[config.mk]
export PLATFORM = sky130hd
export DESIGN_NAME = manhattan_distance_flat
export DESIGN_NICKNAME = d
export VERILOG_FILES = /design/src/rtl/manhattan_distance_if.sv /design/src/rtl/manhattan_distance.sv /design/src/flat_wrapper.sv
export SDC_FILE = /design/constraint.sdc
export NUM_CORES = 1
export LEC_CHECK = 0
export ABC_CLOCK_PERIOD_IN_PS = 6370
export CAP_MARGIN = 10
export CORE_UTILIZATION = 54
export CTS_CLUSTER_DIAMETER = 80
export CTS_CLUSTER_SIZE = 28
export DETAILED_ROUTE_END_ITERATION = 8
export PLACE_DENSITY = 0.8
export SLEW_MARGIN = 20
export SYNTH_ARGS = -nofsm -noshare
export SYNTH_HDL_FRONTEND = slang
export SYNTH_SLANG_ARGS = --single-unit
[constraint.sdc]
create_clock -name clk -period 6.37 [get_ports clk]
set_input_delay 0.637 -clock clk [delete_from_list [all_inputs] [get_ports clk]]
set_output_delay 0.637 -clock clk [all_outputs]
set_load 0.01 [all_outputs]
[src/rtl/manhattan_distance_if.sv]
// Bundles the point/center/axis inputs and the distance results of one
// manhattan_distance unit. The compute element owning the unit is the master.
interface manhattan_distance_if #(
   parameter int dim        = 3,
   parameter int data_range = 255
);
   localparam int dim_size    = $clog2(data_range);
   localparam int center_size = dim * dim_size;
   localparam int dist_size   = $clog2(data_range * dim);
   localparam int axis_size   = $clog2(dim);

   logic [axis_size-1:0]   axis;
   logic [center_size-1:0] point;
   logic [center_size-1:0] center;
   logic [dist_size-1:0]   dst;
   logic [dim_size-1:0]    axis_dst;
   logic                   dst_done;

   modport master (
      output axis, point, center,
      input  dst, axis_dst, dst_done
   );

   modport slave (
      input  axis, point, center,
      output dst, axis_dst, dst_done
   );
endinterface

[src/rtl/manhattan_distance.sv]
// Free-running sequential L1 distance unit. It captures a point/center pair,
// then walks one dimension per cycle, accumulating |p[i]-c[i]|. It also keeps
// the difference along a selected axis for split decisions in the k-d tree.
// A result is produced every dim+1 cycles, with a one-cycle dst_done pulse.
module manhattan_distance #(
   parameter int dim        = 3,
   parameter int data_range = 255
) (
   input logic                 clk,
   input logic                 rst,
   manhattan_distance_if.slave bus
);
   localparam int dim_size    = $clog2(data_range);
   localparam int center_size = dim * dim_size;
   localparam int dist_size   = $clog2(data_range * dim);
   localparam int axis_size   = $clog2(dim);

   localparam logic [axis_size-1:0] lastIdx = axis_size'(dim - 1);

   typedef enum logic {
      LOAD,
      ACC
   } state_t;

   state_t                 r_state;
   logic [axis_size-1:0]   r_idx;
   logic [axis_size-1:0]   r_axis;
   logic [center_size-1:0] r_point;
   logic [center_size-1:0] r_center;
   logic [dist_size-1:0]   r_acc;
   logic [dim_size-1:0]    r_axisDiff;
   logic [dist_size-1:0]   r_dst;
   logic [dim_size-1:0]    r_axisDst;
   logic                   r_dstDone;

   logic [dim_size-1:0]    w_pSel;
   logic [dim_size-1:0]    w_cSel;
   logic [dim_size-1:0]    w_diff;
   logic [dist_size-1:0]   w_sum;
   logic                   w_isAxis;

   // Select the current dimension of the captured point and center and form
   // |p-c| as larger-minus-smaller so the subtraction can never underflow.
   always_comb begin
      w_pSel = '0;
      w_cSel = '0;
      for (int i = 0; i < dim; i++) begin
         if (r_idx == axis_size'(i)) begin
            w_pSel = r_point[i*dim_size +: dim_size];
            w_cSel = r_center[i*dim_size +: dim_size];
         end
      end
      w_diff   = (w_pSel >= w_cSel) ? (w_pSel - w_cSel) : (w_cSel - w_pSel);
      w_sum    = r_acc + dist_size'(w_diff);
      w_isAxis = (r_idx == r_axis);
   end

   // LOAD/ACC sequencer: capture inputs, accumulate one dimension per cycle,
   // then publish the registered results together with a one-cycle done pulse.
   always_ff @(posedge clk or negedge rst) begin
      if (!rst) begin
         r_state    <= LOAD;
         r_idx      <= '0;
         r_axis     <= '0;
         r_point    <= '0;
         r_center   <= '0;
         r_acc      <= '0;
         r_axisDiff <= '0;
         r_dst      <= '0;
         r_axisDst  <= '0;
         r_dstDone  <= 1'b0;
      end else begin
         case (r_state)
            LOAD: begin
               r_point    <= bus.point;
               r_center   <= bus.center;
               r_axis     <= bus.axis;
               r_acc      <= '0;
               r_idx      <= '0;
               r_axisDiff <= '0;
               r_dstDone  <= 1'b0;
               r_state    <= ACC;
            end
            ACC: begin
               r_acc <= w_sum;
               if (w_isAxis) begin
                  r_axisDiff <= w_diff;
               end
               if (r_idx == lastIdx) begin
                  r_dst     <= w_sum;
                  r_axisDst <= w_isAxis ? w_diff : r_axisDiff;
                  r_dstDone <= 1'b1;
                  r_idx     <= '0;
                  r_state   <= LOAD;
               end else begin
                  r_idx <= r_idx + axis_size'(1);
               end
            end
            default: begin
               r_state <= LOAD;
            end
         endcase
      end
   end

   assign bus.dst      = r_dst;
   assign bus.axis_dst = r_axisDst;
   assign bus.dst_done = r_dstDone;

endmodule

[src/flat_wrapper.sv]
// flat-port wrapper written by rule: the top's interface ports become plain ports
module manhattan_distance_flat 
#(
   parameter int dim        = 3,
   parameter int data_range = 255
)
  (clk, rst, bus_axis, bus_point, bus_center, bus_dst, bus_axis_dst, bus_dst_done);
  manhattan_distance_if #(.dim(dim), .data_range(data_range)) bus_i ();
  input logic clk;
  input logic rst;
  input wire logic [$bits(bus_i.axis)-1:0] bus_axis;
  input wire logic [$bits(bus_i.point)-1:0] bus_point;
  input wire logic [$bits(bus_i.center)-1:0] bus_center;
  output wire logic [$bits(bus_i.dst)-1:0] bus_dst;
  output wire logic [$bits(bus_i.axis_dst)-1:0] bus_axis_dst;
  output wire logic [$bits(bus_i.dst_done)-1:0] bus_dst_done;
  assign bus_i.axis = bus_axis;
  assign bus_i.point = bus_point;
  assign bus_i.center = bus_center;
  assign bus_dst = bus_i.dst;
  assign bus_axis_dst = bus_i.axis_dst;
  assign bus_dst_done = bus_i.dst_done;
  manhattan_distance #(.dim(dim), .data_range(data_range)) u_core (.clk(clk), .rst(rst), .bus(bus_i));
endmodule
# Yosys cells after proc, flatten, opt, wreduce, memory -nomap -nowiden
# Cells that the tools add are included.
# totals
register_bits	90
input_bits	52
output_inout_bits	19
wordCells	38
# classes
n_addsub	4
order_cmp	1
eq_ne	4
muxes	16
bitwise_logic	1
reduce_logical	2
# ops
operator	n
$mux 8	8
$pmux 10 s2	1
$pmux 8 s2	1
$sub 8x8->8	2
$add 10x8->10	1
$ge 8x8->1	1
$pmux 1 s2	2
$pmux 2 s2	1
$add 2x1->2 const B	1
$eq 2x1->1 const B	1
$eq 2x2->1	1
$eq 2x2->1 const B	1
$logic_not 2->1	1
$mux 1	2
$mux 2	1
$ne 2x2->1 const B	1
$reduce_and 2->1	1
$not 1->1	1

# Longest topological paths before layout
# Gate-level depths: netlist of the first run.
# depth
depth_word	8
depth_mapped	21
mapped_depth_nobuf	19

# Least setup slack after synthesis of the first run
# OpenSTA, ideal clock, no wires.
# synth_path
kind	flip-flop to flip-flop
startpoint	reg u_core.r_idx[0]
endpoint	reg u_core.r_dst[8] (netlist: u_core.bus.dst[8])
arrival_ns	4.676
t_required_ns	6.275
slack_ns	1.599
stages_incl_launch_ff	21
n_path_buf	3
path_cell_list	dfrtp_1 > buf_2 > buf_1 > mux2i_1 > nor2_1 > a21oi_1 > inv_1 > ha_1 > buf_4 > nand3b_1 > nand3_2 > a311oi_4 > mux2i_1 > xor2_1 > ha_1 > a21o_1 > a21oi_1 > o21bai_1 > a2111oi_0 > nor3_1 > o31ai_1
# synth_between
elab_chain_cells	7
# synth_lines
item	line	rtl
start, declared	manhattan_distance.sv:26	logic [axis_size-1:0] r_idx;
start signal, assigned	manhattan_distance.sv:96	r_idx <= r_idx + axis_size'(1);
$logic_not 2->1	manhattan_distance.sv:48	if (r_idx == axis_size'(i)) begin
$mux 8 (3 in a row)	manhattan_distance.sv:48	
$sub 8x8->8 or $ge 8x8->1 (tied branches)	manhattan_distance.sv:53	w_diff = (w_pSel >= w_cSel) ? (w_pSel - w_cSel) : (w_cSel - w_pSel);
$mux 8	manhattan_distance.sv:53	
$add 10x8->10	manhattan_distance.sv:54	w_sum = r_acc + dist_size'(w_diff);
end signal, assigned	manhattan_distance.sv:90	r_dst <= w_sum;
end, declared	manhattan_distance.sv:32	logic [dist_size-1:0] r_dst;
# Parallel ways exist; a longest one is shown, timed or not.
# A chain may end at the register's enable or synchronous reset.

# Worst setup path in the final report of the first run
# layout_path
startpoint	reg u_core.r_idx[1]
endpoint	reg u_core.r_dst[8] (netlist: u_core.bus.dst[8])
# Same word-level chain as after synthesis.

==> impl_metrics.json, run 1 <==
{
  "status": "finished clean",
  "async_flop_share_pct": 100,
  "worstPathArrival_ns": 5.45,
  "grt_first_pass_wirelength_um": 16100,
  "die_h_um": 95.7,
  "path_depth": 18,
  "critPathBufInv": 3,
  "cap_violations": 0,
  "syn_inst": 426,
  "worst_skew_pair.late_latency_ns": 0.36,
  "synthMuxAreaShare_pct": 17.9,
  "path_delay_family": "compound AO/OA/AOI/OAI gates",
  "cts_tree": "built",
  "synth_adder_area_share_pct": 7.34,
  "reg2reg_depth": 18,
  "synth_top_family_by_area": "multiplexers",
  "cp-startpoint": "u_core.r_idx[1]$_DFF_PN0_",
  "vias": 3322,
  "ff2ff_setup_slack_ns": 1.18,
  "finalCritPeriodShare_pct": 81.4,
  "cts.sinks": 90,
  "critPathRequiredTime_ns": 6.63,
  "grt_setup_unrepaired": "false",
  "clockBufferDepth": 2,
  "yosysMostFrequentCell": "dfrtp_1",
  "dp.cells": 581,
  "critPathKind": "flip-flop to flip-flop",
  "path_cells": "buf_4, nor2b_1, buf_4, a21oi_1, inv_1, ha_1, a21oi_4, nand3_2, a311oi_4, mux2i_1, xor2_1, ha_1, a21o_1, a21oi_1, o21bai_1, a2111oi_0, nor3_1, o31ai_1",
  "drv_slew": 0,
  "synth_seq_cells": 90,
  "synth.area.top_cells": "dfrtp_1 47%, mux2_2 13%, ha_1 6.1%",
  "syn_area_um2": 4740,
  "grt_max_degree": 91,
  "clockRootBuffer": "clkbuf_8",
  "hold_violations": 0,
  "cts_resized": 0,
  "routed_wl_um": 9750,
  "crit_fanout": 20,
  "ant_nets": 0,
  "tns_ns": 0,
  "grt_pass1_vias": 3386,
  "synth.distinct_cells": 43,
  "ios": 71,
  "end_kind": "flip-flop",
  "hold_path_class": "input port to async pin",
  "synth_top_area_share_pct": 47.5,
  "synth_flop_cell": "dfrtp_1",
  "numCtsBuffers": 9,
  "worst_slew_pin_slew_ns": 0.805,
  "max_slew_margin_pct": 46.3,
  "synth_nets": 504,
  "yosys-top-cells-count": "90 x dfrtp_1, 53 x mux2_2, 32 x a21oi_1",
  "synth.yosys.seq_area_share_pct": 47.5,
  "final-setup-viol-count": 0,
  "fin_skew_ns": 0.0126,
  "fillerInstances": 631,
  "core_area_um2": 8340,
  "syn_to_final_growth_pct": 19.2,
  "synth_area_per_cell_um2": 11.1,
  "globalplace.congestion": 0.815,
  "drcViolationCount": 0,
  "drt-pass1-iter-count": 4,
  "cts.htree.levels": 3,
  "cp_slowest_cell": "a2111oi_0",
  "port_buffers": 70,
  "rows": 33,
  "vdd_drop_max_v": 0.000104,
  "drt-initial-drc-count": 134,
  "power_mw": 1.34,
  "drive_gt1_share_pct": 16.1,
  "layout.nets": 565,
  "wl_per_cell_um": 16.4,
  "place_hpwl_um": 7070,
  "grt_overflow": 0,
  "timing.rr.start": "u_core.r_idx[1]$_DFF_PN0_",
  "synth_xor_area_share_pct": 2.59,
  "power_density_nw_per_um2": 237,
  "fin_cells": 596,
  "fmax_mhz": 193,
  "hold_buffers": 0,
  "startpoint_type": "flip-flop",
  "crit_path_max_incr_delay_ns": 0.56,
  "r2r-end": "u_core.bus.dst[8]$_DFFE_PN0P_",
  "grt_usage_pct": 23.3,
  "p_leak_nw": 2.59,
  "layout_min_cycle_time_ns": 5.19,
  "cts.clk_slew.worst_paths_ns": 0.09,
  "yosys.area.top_type": "dfrtp_1",
  "synth_compound_area_share_pct": 11.1,
  "yosys_warnings": 0,
  "synth_edf_count": 0,
  "die_area_um2": 9160,
  "synthSimpleGateAreaFrac_pct": 8.94,
  "cp-endpoint": "u_core.bus.dst[8]$_DFFE_PN0P_",
  "antenna_found_initial": 0,
  "n_antenna_cell": 0,
  "vias_per_cell": 5.57,
  "cts_setup_buffers": 0,
  "start_util_pct": 56.9,
  "die_w_um": 95.7
}
==> registers in the layout (all words and copies together), names as in the netlist <==
| signal | cells |
|---|---|
| u_core.r_axisDiff | 8 |
| u_core.bus.dst_done | 1 |
| u_core.r_acc | 10 |
| u_core.r_axis | 2 |
| u_core.r_point | 24 |
| u_core.r_idx | 2 |
| u_core.r_center | 24 |
| u_core.bus.axis_dst | 8 |
| u_core.r_state | 1 |
| u_core.bus.dst | 10 |
==> cell families (layout without fill, tap and decap cells) <==
logic type / count (synthesis) / in the layout
AO/OA/AOI/OAI: 84 / 84
flip-flops: 90 / 90
XOR/XNOR: 14 / 14
buffers and inverters: 49 / 114
AND/OR/NAND/NOR: 85 / 85
adder cells (fa/ha/maj): 26 / 26
multiplexers: 78 / 78
==> stage by stage <==
stage	hold WS, ns	cell area [um^2]	worst slack (ns)	util [%]
floorplan	0.341	4740	1.60	-
global placement	0.462	5480	1.53	65.6
detailed placement	0.462	5480	1.21	65.6
CTS	0.485	5650	1.18	67.7
global route	0.381	5650	0.665	67.8
finish	0.326	5650	1.18	67.8
==> worst register-to-register path, stage by stage, from the launching register on <==
cell and delay [ns]:
dfrtp_1 0.34, buf_4 0.22, nor2b_1 0.47, buf_4 0.26, a21oi_1 0.10, inv_1 0.06, ha_1 0.36, a21oi_4 0.21
nand3_2 0.12, a311oi_4 0.54, mux2i_1 0.38, xor2_1 0.23, ha_1 0.30, a21o_1 0.20, a21oi_1 0.23, o21bai_1 0.13
a2111oi_0 0.56, nor3_1 0.13, o31ai_1 0.25
==> cell type report <==
| type | count | area (um^2) | area share (%) |
|---|---|---|---|
| Multi-Input combinational cell | 287 | 2270 | 40.1 |
| Sequential cell | 90 | 2250 | 39.9 |
| Timing Repair Buffer | 74 | 732 | 12.9 |
| Clock buffer | 10 | 138 | 2.43 |
| Tap cell | 105 | 131 | 2.32 |
| Inverter | 25 | 93.8 | 1.66 |
| Clock inverter | 5 | 37.5 | 0.664 |
==> worst min-delay path by stage <==
stage	start	to	slack (ns)	cells past startpoint
4_1_cts	u_core.bus.dst[3]$_DFFE_PN0P_	u_core.bus.dst[3]$_DFFE_PN0P_	0.48	2
6_report	rst	u_core.r_acc[5]$_DFF_PN0_	0.33	1
5_1_grt	rst	u_core.r_acc[5]$_DFF_PN0_	0.38	1
3_3_place_gp	u_core.bus.dst[4]$_DFFE_PN0P_	u_core.bus.dst[4]$_DFFE_PN0P_	0.46	2
2_1_floorplan	rst	u_core.bus.axis_dst[0]$_DFFE_PN0P_	0.34	0
3_5_place_dp	u_core.bus.dst[3]$_DFFE_PN0P_	u_core.bus.dst[3]$_DFFE_PN0P_	0.46	2
==> layout by cell type, fill, tap and decap left out, types with 3 or more instances in the layout <==
master / Yosys / routed
nor3_1: 3 / 3
nand2_1: 27 / 27
and2_1: 10 / 10
inv_1: 25 / 25
fa_1: 3 / 3
nor3b_1: 3 / 3
nor2b_1: 3 / 3
a31oi_1: 5 / 5
a21oi_1: 32 / 32
nor2_1: 21 / 21
buf_4: 3 / 4
nand3_1: 3 / 3
mux2i_1: 25 / 25
mux2_2: 53 / 53
o21ai_0: 21 / 21
xnor2_1: 9 / 9
a21o_1: 10 / 10
clkbuf_8: 0 / 10
dfrtp_1: 90 / 89
ha_1: 23 / 23
xor2_1: 5 / 5
or3_1: 6 / 6
clkdlybuf4s50_1: 0 / 69
==> layer usage <==
| layer | track usage (%) | vias up | share of wire [%] |
|---|---|---|---|
| li1 | - | 1591 | - |
| met1 | 29.7 | 1636 | 44 |
| met2 | 39.9 | 81 | 51 |
| met3 | 3.63 | 14 | 3.1 |
| met4 | 9.08 | 0 | 1.9 |
| met5 | 0 | - | 0 |
==> power breakdown <==
part	switching (mW)	total (mW)	internal, mW
logic	0.153	0.332	0.178
registers	0.0277	0.654	0.626
clock network	0.205	0.357	0.152
No activity file was read; power rests on OpenSTA's default activity.
==> run 2: changes to the inputs <==
- ABC_CLOCK_PERIOD_IN_PS: 6370 -> 4300
- CORE_UTILIZATION: 54 -> 49
- PLACE_DENSITY: 0.8 -> 0.76
- clock period: 6.37 -> 4.3 ns (I/O delays scaled with it)
==> impl_metrics.json, run 2 (synthesized netlist as in run 1, its figures left out) <==
{
  "largestRegisters": "u_core.r_center x24, u_core.r_point x24",
  "cap_violations": 0,
  "clockBufferDepth": 2,
  "vias": 3521,
  "path_cells": "buf_4, clkbuf_16, mux2i_1, nor2_1, a21oi_1, buf_4, ha_1, nand4_1, nand3_2, a311oi_4, mux2i_2, xor2_1, ha_1, a21o_1, a21oi_2, o21bai_2, a2111oi_4, nor3_2, o31ai_1",
  "hold_path_class": "input port to async pin",
  "finalInstanceArea_um2": 6160,
  "layout_min_cycle_time_ns": 4.24,
  "worst_skew_pair.late_latency_ns": 0.35,
  "port_buffers": 70,
  "layout.nets": 593,
  "die_area_um2": 10100,
  "fin_skew_ns": 0.0105,
  "die_h_um": 100,
  "die_w_um": 100,
  "vdd_drop_max_v": 0.000181,
  "final_common_cell": "dfrtp_1",
  "wl_per_cell_um": 15.9,
  "grt_util_met3_pct": 3.76,
  "crit_fanout": 5,
  "startpoint_type": "flip-flop",
  "n_antenna_cell": 0,
  "swShare_pct": 28.3,
  "setup_slack_ns": 0.0559,
  "ant_nets": 0,
  "worst_slew_pin_slew_ns": 0.784,
  "dpl_worst_slack_ns": -0.175,
  "antenna_found_initial": 0,
  "cts_tree": "built",
  "crit_path_max_incr_delay_ns": 0.44,
  "ff2ff_setup_slack_ns": 0.06,
  "syn_to_final_growth_pct": 29.9,
  "dpl_cell_area_um2": 5640,
  "r2r-end": "u_core.bus.dst[8]$_DFFE_PN0P_",
  "critPathRequiredTime_ns": 4.56,
  "grt_first_pass_wirelength_um": 16400,
  "gr-max-usage-layer": "met2",
  "grt_setup_unrepaired": "true",
  "globalplace.congestion": 0.888,
  "power_density_nw_per_um2": 348,
  "p_switching_mw": 0.609,
  "routed_wl_um": 10300,
  "grt_util_met2_pct": 35.0,
  "grt_use_met1_pct": 26.3,
  "cp_slowest_cell": "dfrtp_2",
  "cts.clk_slew.worst_paths_ns": 0.09,
  "worstPathArrival_ns": 4.50,
  "fmax_mhz": 236,
  "critPathKind": "flip-flop to flip-flop",
  "p_comb_share_pct": 27.3,
  "grt_overflow": 0,
  "grt_max_degree": 72,
  "drv_slew": 0,
  "core_area_um2": 9330,
  "status": "finished clean",
  "max_slew_margin_pct": 47.7,
  "reg2reg_depth": 19,
  "ios": 71,
  "place_hpwl_um": 7100,
  "drt-initial-drc-count": 133,
  "finalCritPeriodShare_pct": 98.7,
  "cts.sinks": 90,
  "final-setup-viol-count": 0,
  "seqPwrFrac_pct": 45.2,
  "numCtsBuffers": 9,
  "grt_usage_pct": 20.7,
  "p_int_mw": 1.54,
  "end_kind": "flip-flop",
  "start_util_pct": 50.8,
  "p_leak_nw": 2.76,
  "fillerInstances": 719,
  "drcViolationCount": 0,
  "layout_common_cells": "88 x dfrtp_1, 69 x clkdlybuf4s50_1, 53 x mux2_2",
  "cts.htree.levels": 3,
  "drt-pass1-iter-count": 4,
  "timing.rr.start": "u_core.r_idx[0]$_DFF_PN0_",
  "clockRootBuffer": "clkbuf_8",
  "hold_violations": 0,
  "clkPwrFrac_pct": 27.5,
  "grt_pass1_vias": 3519,
  "rows": 35,
  "drive_gt1_share_pct": 26.3,
  "vias_per_cell": 5.43
}
run 2: cell count changes in the layout (fill, tap and decap cells not counted), sizes merged:
cell	change
clkbuf	+2
bufinv	+1
inv	-1
buf	+27
run 2: worst max-delay path by stage:
stage / cells past startpoint / slack, ns / start / endpoint
after floorplan: 20 / 0.03 / u_core.r_idx[0]$_DFF_PN0_ / u_core.bus.dst[8]$_DFFE_PN0P_
after global placement: 19 / 0.11 / u_core.r_idx[0]$_DFF_PN0_ / u_core.bus.dst[7]$_DFFE_PN0P_
after detailed placement: 18 / -0.17 / u_core.r_idx[0]$_DFF_PN0_ / u_core.bus.dst[7]$_DFFE_PN0P_
after CTS: 18 / 0.02 / u_core.r_idx[0]$_DFF_PN0_ / u_core.bus.dst[7]$_DFFE_PN0P_
after global routing: 19 / -0.19 / u_core.r_idx[0]$_DFF_PN0_ / u_core.bus.dst[8]$_DFFE_PN0P_
final: 19 / 0.06 / u_core.r_idx[0]$_DFF_PN0_ / u_core.bus.dst[8]$_DFFE_PN0P_
run 2: critical path: cells and delay by family (launching register included):
family,cells,cell delay (ns)
adders and majority gates,2,0.56
buffers and inverters,3,0.46
and+or+nand+nor,4,0.37
AOI/OAI and AO/OA,7,1.64
DFF,1,0.44
muxes,2,0.45
xor gates and xnor gates,1,0.23
run 2: cell type report:
type / count / area (um^2) / share of cell area [%]
Inverter: 25 / 93.8 / 1.52
Timing Repair Buffer: 102 / 983 / 16.0
Multi-Input combinational cell: 287 / 2460 / 40.0
Clock inverter: 5 / 62.6 / 1.02
Sequential cell: 90 / 2250 / 36.6
Tap cell: 129 / 161 / 2.62
Clock buffer: 11 / 141 / 2.30
run 2: routing by layer:
layer / vias to the layer above / wire length (um)
met2: 104 / 5130
met4: 0 / 311
met5: - / 0
met1: 1734 / 4500
li1: 1654 / -
met3: 29 / 369
run 2: repair_timing:
| action | CTS | global route |
|---|---|---|
| pin swaps | 4 | 13 |
| resized for setup | 4 | 36 |
| setup endpoints to repair | 3 | 10 |
| gates cloned | 0 | 2 |
| buffers inserted | 1 | 10 |
| hold buffers | 0 | 0 |
run 2: power groups by stage:
stage | clock [mW] | combinational [mW] | sequential, mW
final | 0.591 | 0.585 | 0.970
after global routing | 0.640 | 0.636 | 0.981
after CTS | 0.605 | 0.526 | 0.971
after detailed placement | 0 | 0.519 | 0.988
after global placement | 0 | 0.505 | 0.985
after floorplan | 0 | 0.245 | 1.01
run 2: stage by stage:
| stage | power (mW) | util, % | hold slack (ns) | cells | setup TNS [ns] |
|---|---|---|---|---|---|
| 2_1_floorplan | 1.25 | - | 0.134 | 426 | 0 |
| 3_3_place_gp | 1.49 | 60.5 | 0.446 | 620 | 0 |
| 3_5_place_dp | 1.51 | 60.5 | 0.449 | 620 | -0.322 |
| 4_1_cts | 2.10 | 62.9 | 0.0577 | 637 | 0 |
| 5_1_grt | 2.26 | 66.0 | 0.0791 | 649 | -0.519 |
| 6_report | 2.15 | 66.0 | 0.0503 | 649 | 0 |
